[src/rtl/note_scheduler.sv]
// note_scheduler: fetches a song note by note from ROM and times each note's silent gap, tone, and optional learn-mode wait for the player's key. Define NOTE_SCHED_LOOP_EN to make playback loop continuously.
module note_scheduler #(
  parameter int UNIT_CYCLES = 12500000,
  parameter int GAP_CYCLES  = 2500000
) (
  input  logic       clk,
  input  logic       rst,
  input  logic       start,
  input  logic       stop,
  input  logic       pause,
  input  logic [1:0] song_sel,
  input  logic [6:0] song_len,
  input  logic       learn_mode,
  input  logic       key_match,
  output logic       rom_req,
  output logic [7:0] rom_addr,
  input  logic       rom_ack,
  input  logic [7:0] rom_data,
  output logic [5:0] note_code,
  output logic       tone_en,
  output logic [5:0] note_index,
  output logic       busy,
  output logic       done
);
  typedef enum logic [2:0] {IDLE, FETCH, GAP, PLAY, WAIT_KEY, DONE} state_t;
  state_t      state, state_n;
  logic [1:0]  song;
  logic [6:0]  len;
  logic [5:0]  idx;
  logic [5:0]  pitch;
  logic [1:0]  dcls;
  logic [31:0] cnt;
  logic [31:0] total;
  logic        run, last, wants_key, note_end, adv;
  assign total     = 32'(UNIT_CYCLES) << dcls;
  assign run       = !pause;
  assign last      = ({1'b0, idx} == len - 7'd1) || (idx == 6'd63);
  assign wants_key = learn_mode && (pitch != 6'd0);
  assign note_end  = (state == PLAY) && run && (cnt == total - 32'd1);
  assign adv       = !stop && ((note_end && !wants_key) || ((state == WAIT_KEY) && run && key_match));
  assign busy       = state != IDLE;
  assign rom_req    = (state == FETCH) && !stop;
  assign rom_addr   = {song, idx};
  assign note_code  = pitch;
  assign note_index = idx;
  assign tone_en    = (state == PLAY) && (pitch != 6'd0) && run && !stop;
`ifdef NOTE_SCHED_LOOP_EN
  assign done = !stop && ((state == DONE) || (adv && last));
`else
  assign done = !stop && (state == DONE);
`endif
  // next-state selection: per-state transitions, then note advance, then stop overrides all
  always_comb begin
    state_n = state;
    case (state)
      IDLE:     if (start) state_n = (song_len == 7'd0) ? DONE : FETCH;
      FETCH:    if (rom_ack) state_n = (GAP_CYCLES == 0) ? PLAY : GAP;
      GAP:      if (run && cnt == 32'(GAP_CYCLES) - 32'd1) state_n = PLAY;
      PLAY:     if (note_end && wants_key) state_n = WAIT_KEY;
      WAIT_KEY: state_n = WAIT_KEY;
      DONE:     state_n = IDLE;
      default:  state_n = IDLE;
    endcase
`ifdef NOTE_SCHED_LOOP_EN
    if (adv) state_n = FETCH;
`else
    if (adv) state_n = last ? DONE : FETCH;
`endif
    if (stop) state_n = IDLE;
  end
  // state, song latches, captured note and the pausable duration counter
  always_ff @(posedge clk) begin
    if (rst) begin
      state <= IDLE;
      song  <= 2'd0;
      len   <= 7'd0;
      idx   <= 6'd0;
      pitch <= 6'd0;
      dcls  <= 2'd0;
      cnt   <= 32'd0;
    end else begin
      state <= state_n;
      if (state == IDLE && start && !stop) begin
        song <= song_sel;
        len  <= song_len;
        idx  <= 6'd0;
      end
      if (state == FETCH && rom_ack && !stop) begin
        pitch <= rom_data[5:0];
        dcls  <= rom_data[7:6];
        cnt   <= 32'd0;
      end
      if ((state == GAP || state == PLAY) && run && !stop) cnt <= cnt + 32'd1;
`ifdef NOTE_SCHED_LOOP_EN
      if (adv) idx <= last ? 6'd0 : idx + 6'd1;
`else
      if (adv && !last) idx <= idx + 6'd1;
`endif
    end
  end
endmodule

[config.mk]
export PLATFORM = sky130hd
export DESIGN_NAME = note_scheduler
export DESIGN_NICKNAME = d
export VERILOG_FILES = /design/src/rtl/note_scheduler.sv
export SDC_FILE = /design/constraint.sdc
export NUM_CORES = 1
export LEC_CHECK = 0
export CAP_MARGIN = 25
export CORE_MARGIN = 5
export CORE_UTILIZATION = 40
export CTS_CLUSTER_DIAMETER = 40
export DETAILED_ROUTE_END_ITERATION = 16
export DONT_BUFFER_PORTS = 1
export HOLD_SLACK_MARGIN = 0.1
export MAX_ROUTING_LAYER = met4
export PLACE_DENSITY = 0.65
export SYNTH_ARGS = -nofsm -noshare
export SYNTH_HDL_FRONTEND = slang
export SYNTH_SLANG_ARGS = --single-unit
export TNS_END_PERCENT = 5
[constraint.sdc]
create_clock -name clk -period 6.1 [get_ports clk]
set_clock_uncertainty 0.15 [all_clocks]
set_input_delay 0.915 -clock clk [delete_from_list [all_inputs] [get_ports clk]]
set_output_delay 0.915 -clock clk [all_outputs]
set_load 0.005 [all_outputs]
Yosys cells after proc, flatten, opt, wreduce, memory -nomap -nowiden
Cells that the tools add are included.

cells by class
  add/subtract/negate cells = 4
  multipliers = 0
  div/mod/pow operators = 0
  order comparisons = 0
  equal/unequal tests = 13
  shift-type cells = 1
  muxes and demuxes = 12
  bitwise gates (word level) = 0
  reductions and logical operators = 36

operator list
  cell                   number
  $mux 32                2
  $add 32x1->32 const B  1
  $eq 32x22->1 const B   1
  $eq 32x32->1           1
  $shl 24x2->32 const A  1
  $sub 32x1->32 const B  1
  $logic_and 1x1->1      21
  $mux 3                 7
  $pmux 3 s5             1
  $mux 6                 2
  $ne 3x3->1 const B     3
  $eq 6x7->1             1
  $logic_not 7->1        1
  $sub 7x1->7 const B    1
  $add 6x1->6 const B    1
  $eq 3x2->1 const B     2
  $eq 3x3->1 const B     2
  $eq 6x6->1 const B     1
  $reduce_bool 6->1      1
  $logic_not 1->1        4
  $reduce_and 4->1       1
  $reduce_bool 2->1      2
  $eq 3x1->1 const B     1
  $logic_not 3->1        1
  4 further kinds        6

word-level totals
  register bits after elaboration = 58
  bits in latches = 0
  RAM bits = 0
  ROM bits = 0
  bits of input ports = 25
  output and inout bits = 24
  logic and storage cells = 73
  memories = 0

Depth between registers and ports, before layout
  word-level depth = 9
  gate-level depth with buffers = 11
  mapped depth without buffers = 9

Worst setup path after synthesis
Ideal clock, no wire load.

  path type = input to register
  start = input port stop
  end = register cnt[30]
  setup time = 0.128 ns
  data arrival time = 2.691 ns
  data required time = 5.822 ns
  slack = 3.132 ns
  stages = 8
  buffers on the path = 1
  cell sequence = clkbuf_1 -> nor4b_4 -> nand4_1 -> nor4_1 -> and3_1 -> nand4_1 -> nand4b_1 -> o31ai_1

on the way
  longest elaborated chain between the ends = 3
  elaborated cells on any way between the ends = 5
  classes of those cells = 1 x mux; 4 x reduce/logical

ends and longest elaborated chain
  what                                                 RTL line  source
  start, declared                                      9         input logic stop,
  $logic_not 1->1 *                                    88, 93
  $logic_and 1x1->1, on equally long branches          93, 88
  $mux 32 / $reduce_bool 2->1 (equally long branches)  n/a
  end signal, assigned                                 93        if ((state == GAP || state == PLAY) && run && !stop) cnt <= cnt + 32'd1;
  end, declared                                        32        logic [31:0] cnt;

Every way passes the cells marked *; elsewhere a longest branch is shown, timed or not.
A chain may end at the register's enable or synchronous reset.

Worst setup path after layout
  start = register dcls[0]
  end = register idx[1], in the netlist note_index[1]

on the way
  longest elaborated chain between the ends = 9
  elaborated cells on any way between the ends = 10
  classes of those cells = 1 x add/sub; 1 x eq/ne; 1 x shift; 1 x mux; 6 x reduce/logical

ends and longest elaborated chain
  what                                                RTL line  source
  start, declared                                     31        logic [1:0] dcls;
  start signal, assigned                              90        dcls <= rom_data[7:6];
  $shl 24x2->32 *                                     35        assign total = 32'(UNIT_CYCLES) << dcls;
  $sub 32x1->32 *                                     39        assign note_end = (state == PLAY) && run && (cnt == total - 32'd1);
  $eq 32x32->1 *                                      39
  $logic_and 1x1->1 *                                 39
  $logic_and 1x1->1 *                                 40        assign adv = !stop && ((note_end && !wants_key) || ((state == WAIT_KEY) && run && key_match));
  $logic_or 1x1->1 *                                  40
  $logic_and 1x1->1 *                                 40
  $logic_and 1x1->1 *                                 97        if (adv && !last) idx <= idx + 6'd1;
  $mux 6 / $reduce_bool 2->1 (equally long branches)  n/a
  end signal, assigned                                97
  end, declared                                       29        logic [5:0] idx;

Marks and branches as above.

==> impl.org <==
** Floorplanning
- Starting density of the core :: 40.3%
- Width of the chip :: 106 µm
- FP Rows :: 35
- For this design the top-level I/O count stands at 49.
- Area of the core region :: 9110 µm²
- Total die area :: 11,200 µm²
- Measured along the y axis, the die boundary spans 106 µm.

** Synthesis
- After synthesis, the cell types taking the most area are sky130_fd_sc_hd__dfxtp_1 (32%), sky130_fd_sc_hd__nor2_1 (4.5%), sky130_fd_sc_hd__nand2_1 (4.2%).
- Among all cell types in the netlist, the one instantiated most often is sky130_fd_sc_hd__dfxtp_1.
- Counting flops and latches in the post-synthesis netlist gives 58.
- In this run the cell area of the synthesized design comes to 3670 µm².
- Synthesis handed over a netlist of 466 instances.
- Sequential fraction of the synthesis area :: 31.6%
- Post-synthesis async set-or-reset flop share :: 0%
- The commonest cells after synthesis are sky130_fd_sc_hd__dfxtp_1 (58), sky130_fd_sc_hd__nor2_1 (44), sky130_fd_sc_hd__nand2_1 (41).
- The number of nets handed over by synthesis was 495.
- In the synthesized netlist the dominant register cell turns out to be sky130_fd_sc_hd__dfxtp_1.
- Yosys top cell area share :: 31.6%
- Library cell with the largest summed area after synthesis :: sky130_fd_sc_hd__dfxtp_1
- Total of warnings raised by yosys :: 0
- In this run, synthesis inferred 0 flip-flops with an integrated enable.
- The synthesized netlist contains 63 unique library cells.
- Post-synthesis average cell area :: 7.88 µm²

** GRT
- GRT Residual Overflow :: 0
- The number of antenna violations at the first check in global routing came to 0.
- The via count of the first global-routing pass was 2,980.
- Combined global-route utilization of all metal layers :: 17.3%
- Wire length of the first global-routing pass :: 15,300 µm
- Maximum number of pins on one net before global-route repair :: 67

** Flow run
- The tool flagged a number of max-cap violations equal to 0.

** Worst setup path
- Largest stage delay on the critical path :: 780 ps
- Cell at the slowest stage of the critical path :: sky130_fd_sc_hd__dfxtp_1
- For the worst setup path, the data arrival time is 3190 ps.
- The worst setup path is captured at a flip-flop.
- Highest fanout seen on the critical path :: 21
- Walking the worst path, the cells encountered are or2_2, ha_1, nand2_1, a211oi_1, nor2_1, or4_4, a21boi_4, nand3b_1, a21oi_2.
- The worst setup path is of the flip-flop to flip-flop kind.
- For the worst setup path, the data required time is 6180 ps.
- STA classifies the critical path startpoint as a flip-flop.

** Clock tree
- In this run, CTS created clock tree buffers numbering 9.
- Post-CTS setup buffers :: 0
- After clock tree synthesis, the clock-pin slew on the worst setup and hold paths is 70 ps.
- Hold_buf cts :: 0
- CTS placed an instance of sky130_fd_sc_hd__clkbuf_8 at the clock tree root.
- Post_cts resized :: 0
- Clk sink count :: 58
- The clock tree synthesis step divided the H-tree into 3 levels.
- The clock passes through at most 2 buffers.
- TritonCTS built the clock tree.
- At the later pin of the worst-skew pair, clock insertion delay measures 330 ps.

** Detailed routing
- Final wirelength :: 9400 µm
- Routed length per instance :: 17.0 µm
- The first routing iteration left 220 violations.
- Once detail routing completed, the nets flagged for antenna violations numbered 0.
- DRC Markers :: 0
- Detailed Routing Iterations Pass 1 :: 5
- Vias after detailed routing :: 3,402
- After detailed routing, the number of vias per cell comes to 6.15.

** STA
- The number of failing hold endpoints at the final stage came to 0.
- Hold timing on the final database bottoms out at a slack of 343 ps.
- Final period util :: 51.0%
- Setup-failing EPs final :: 0
- Setup repair after global routing missed its margin :: false
- The final count of pins violating max slew is 0.
- Relative slew slack :: 30.5%
- Worst Max-Slew Pin Slew :: 1040 ps
- Derived from the worst setup path, the maximum achievable clock frequency is 0.321 GHz.
- Setup TNS :: 0 ps
- For the finished layout, the period the worst path requires is 3110 ps.

** Layout
- 0 antenna diodes ended up in the layout.
- At the end of the flow, the number of nets in the layout was 467.
- Cells with a size suffix above 1 make up 7.69% of the layout.
- Relative to the synthesized area, the layout overhead comes to 3.85%.

** Run status
- The run finished with clean final reports.

** Pwr
- VDD IR-drop max :: 0.130 mV
- Leakage component of the power :: 0.00122 µW
- Power spread over the standard cell area amounts to 205 nW/µm².

** Place
- Port Buf Inserts :: 0
- The congestion estimate from routability-driven global placement came to 0.856.
- HPWL after DPL :: 6550 µm

** Worst hold path
- Min-delay worst type :: flip-flop to flip-flop
## cell families (layout without fill, tap and decap cells)
group | Yosys count | after routing | synth area share, %
AOI/OAI and AO/OA | 99 | 99 | 17.6
xor gates and xnor gates | 13 | 13 | 3.10
adders and majority gates | 4 | 4 | 1.36
buffers and inverters | 45 | 21 | 5.79
DFF | 58 | 58 | 31.6
muxes | 12 | 12 | 3.31
and+or+nand+nor | 235 | 235 | 37.2
## power by group
part / total (µW) / switching [µW] / internal [µW]
Combinational: 38.5 / 19.8 / 18.7
Sequential: 390 / 7.06 / 383
Clock: 351 / 155 / 196
## layer usage
| layer | vias up | track usage (%) | share of wire [%] |
|---|---|---|---|
| met2 | 107 | 25.1 | 45 |
| li1 | 1652 | - | - |
| met4 | 0 | 6.48 | 2.2 |
| met5 | - | - | 0 |
| met3 | 21 | 5.57 | 5.8 |
| met1 | 1622 | 22.3 | 47 |
## through the flow
stage	setup WS (ps)	std cells	total power, µW	instance area (µm²)	utilization (%)
final	2990	553	780	3810	41.9
after floorplan	3130	466	436	3670	-
after global placement	2920	538	436	3620	39.7
after global routing	2820	553	814	3810	41.9
after detailed placement	2830	538	437	3620	39.7
after CTS	3030	553	789	3810	41.9
## critical path: cells and delay by family (launching register included)
| family | cells | cell delay [ps] |
|---|---|---|
| flops | 1 | 780 |
| fa+ha+maj | 1 | 190 |
| compound gates | 3 | 690 |
| simple gates | 5 | 1190 |
## registers in the layout, summed over array words and instances (netlist names)
name / flops
len: 7
note_index: 6
dcls: 2
song: 2
note_code: 6
state: 3
cnt: 32
## cell usage in the layout (no fill, tap or decap), types with 11 or more instances in the layout
cell and n:
sky130_fd_sc_hd__a21oi_1 28, sky130_fd_sc_hd__dfxtp_1 58, sky130_fd_sc_hd__mux2i_1 11, sky130_fd_sc_hd__nand2_1 41
sky130_fd_sc_hd__nand3_1 27, sky130_fd_sc_hd__nand4_1 12, sky130_fd_sc_hd__nor2_1 44, sky130_fd_sc_hd__nor3_1 15
sky130_fd_sc_hd__nor3b_1 12, sky130_fd_sc_hd__o21ai_0 19
## final timing paths
check                from       endpoint  slack, ps  cells after the start
min reg2reg  note_code[0]   note_code[0]        340                      2
max               dcls[0]  note_index[1]       2990                      9
min          note_code[0]   note_code[0]        340                      2
max reg2reg       dcls[0]  note_index[1]       2990                      9
## layout make-up
cell class | instances | area (µm²)
inverters | 6 | 22.5
well taps | 111 | 139
multi-input cells | 363 | 2300
clock inverters | 5 | 55.1
flip-flops and latches | 58 | 1160
clock buffers | 10 | 138
fillers | 936 | 5300
(Power assumes the default switching activity.)
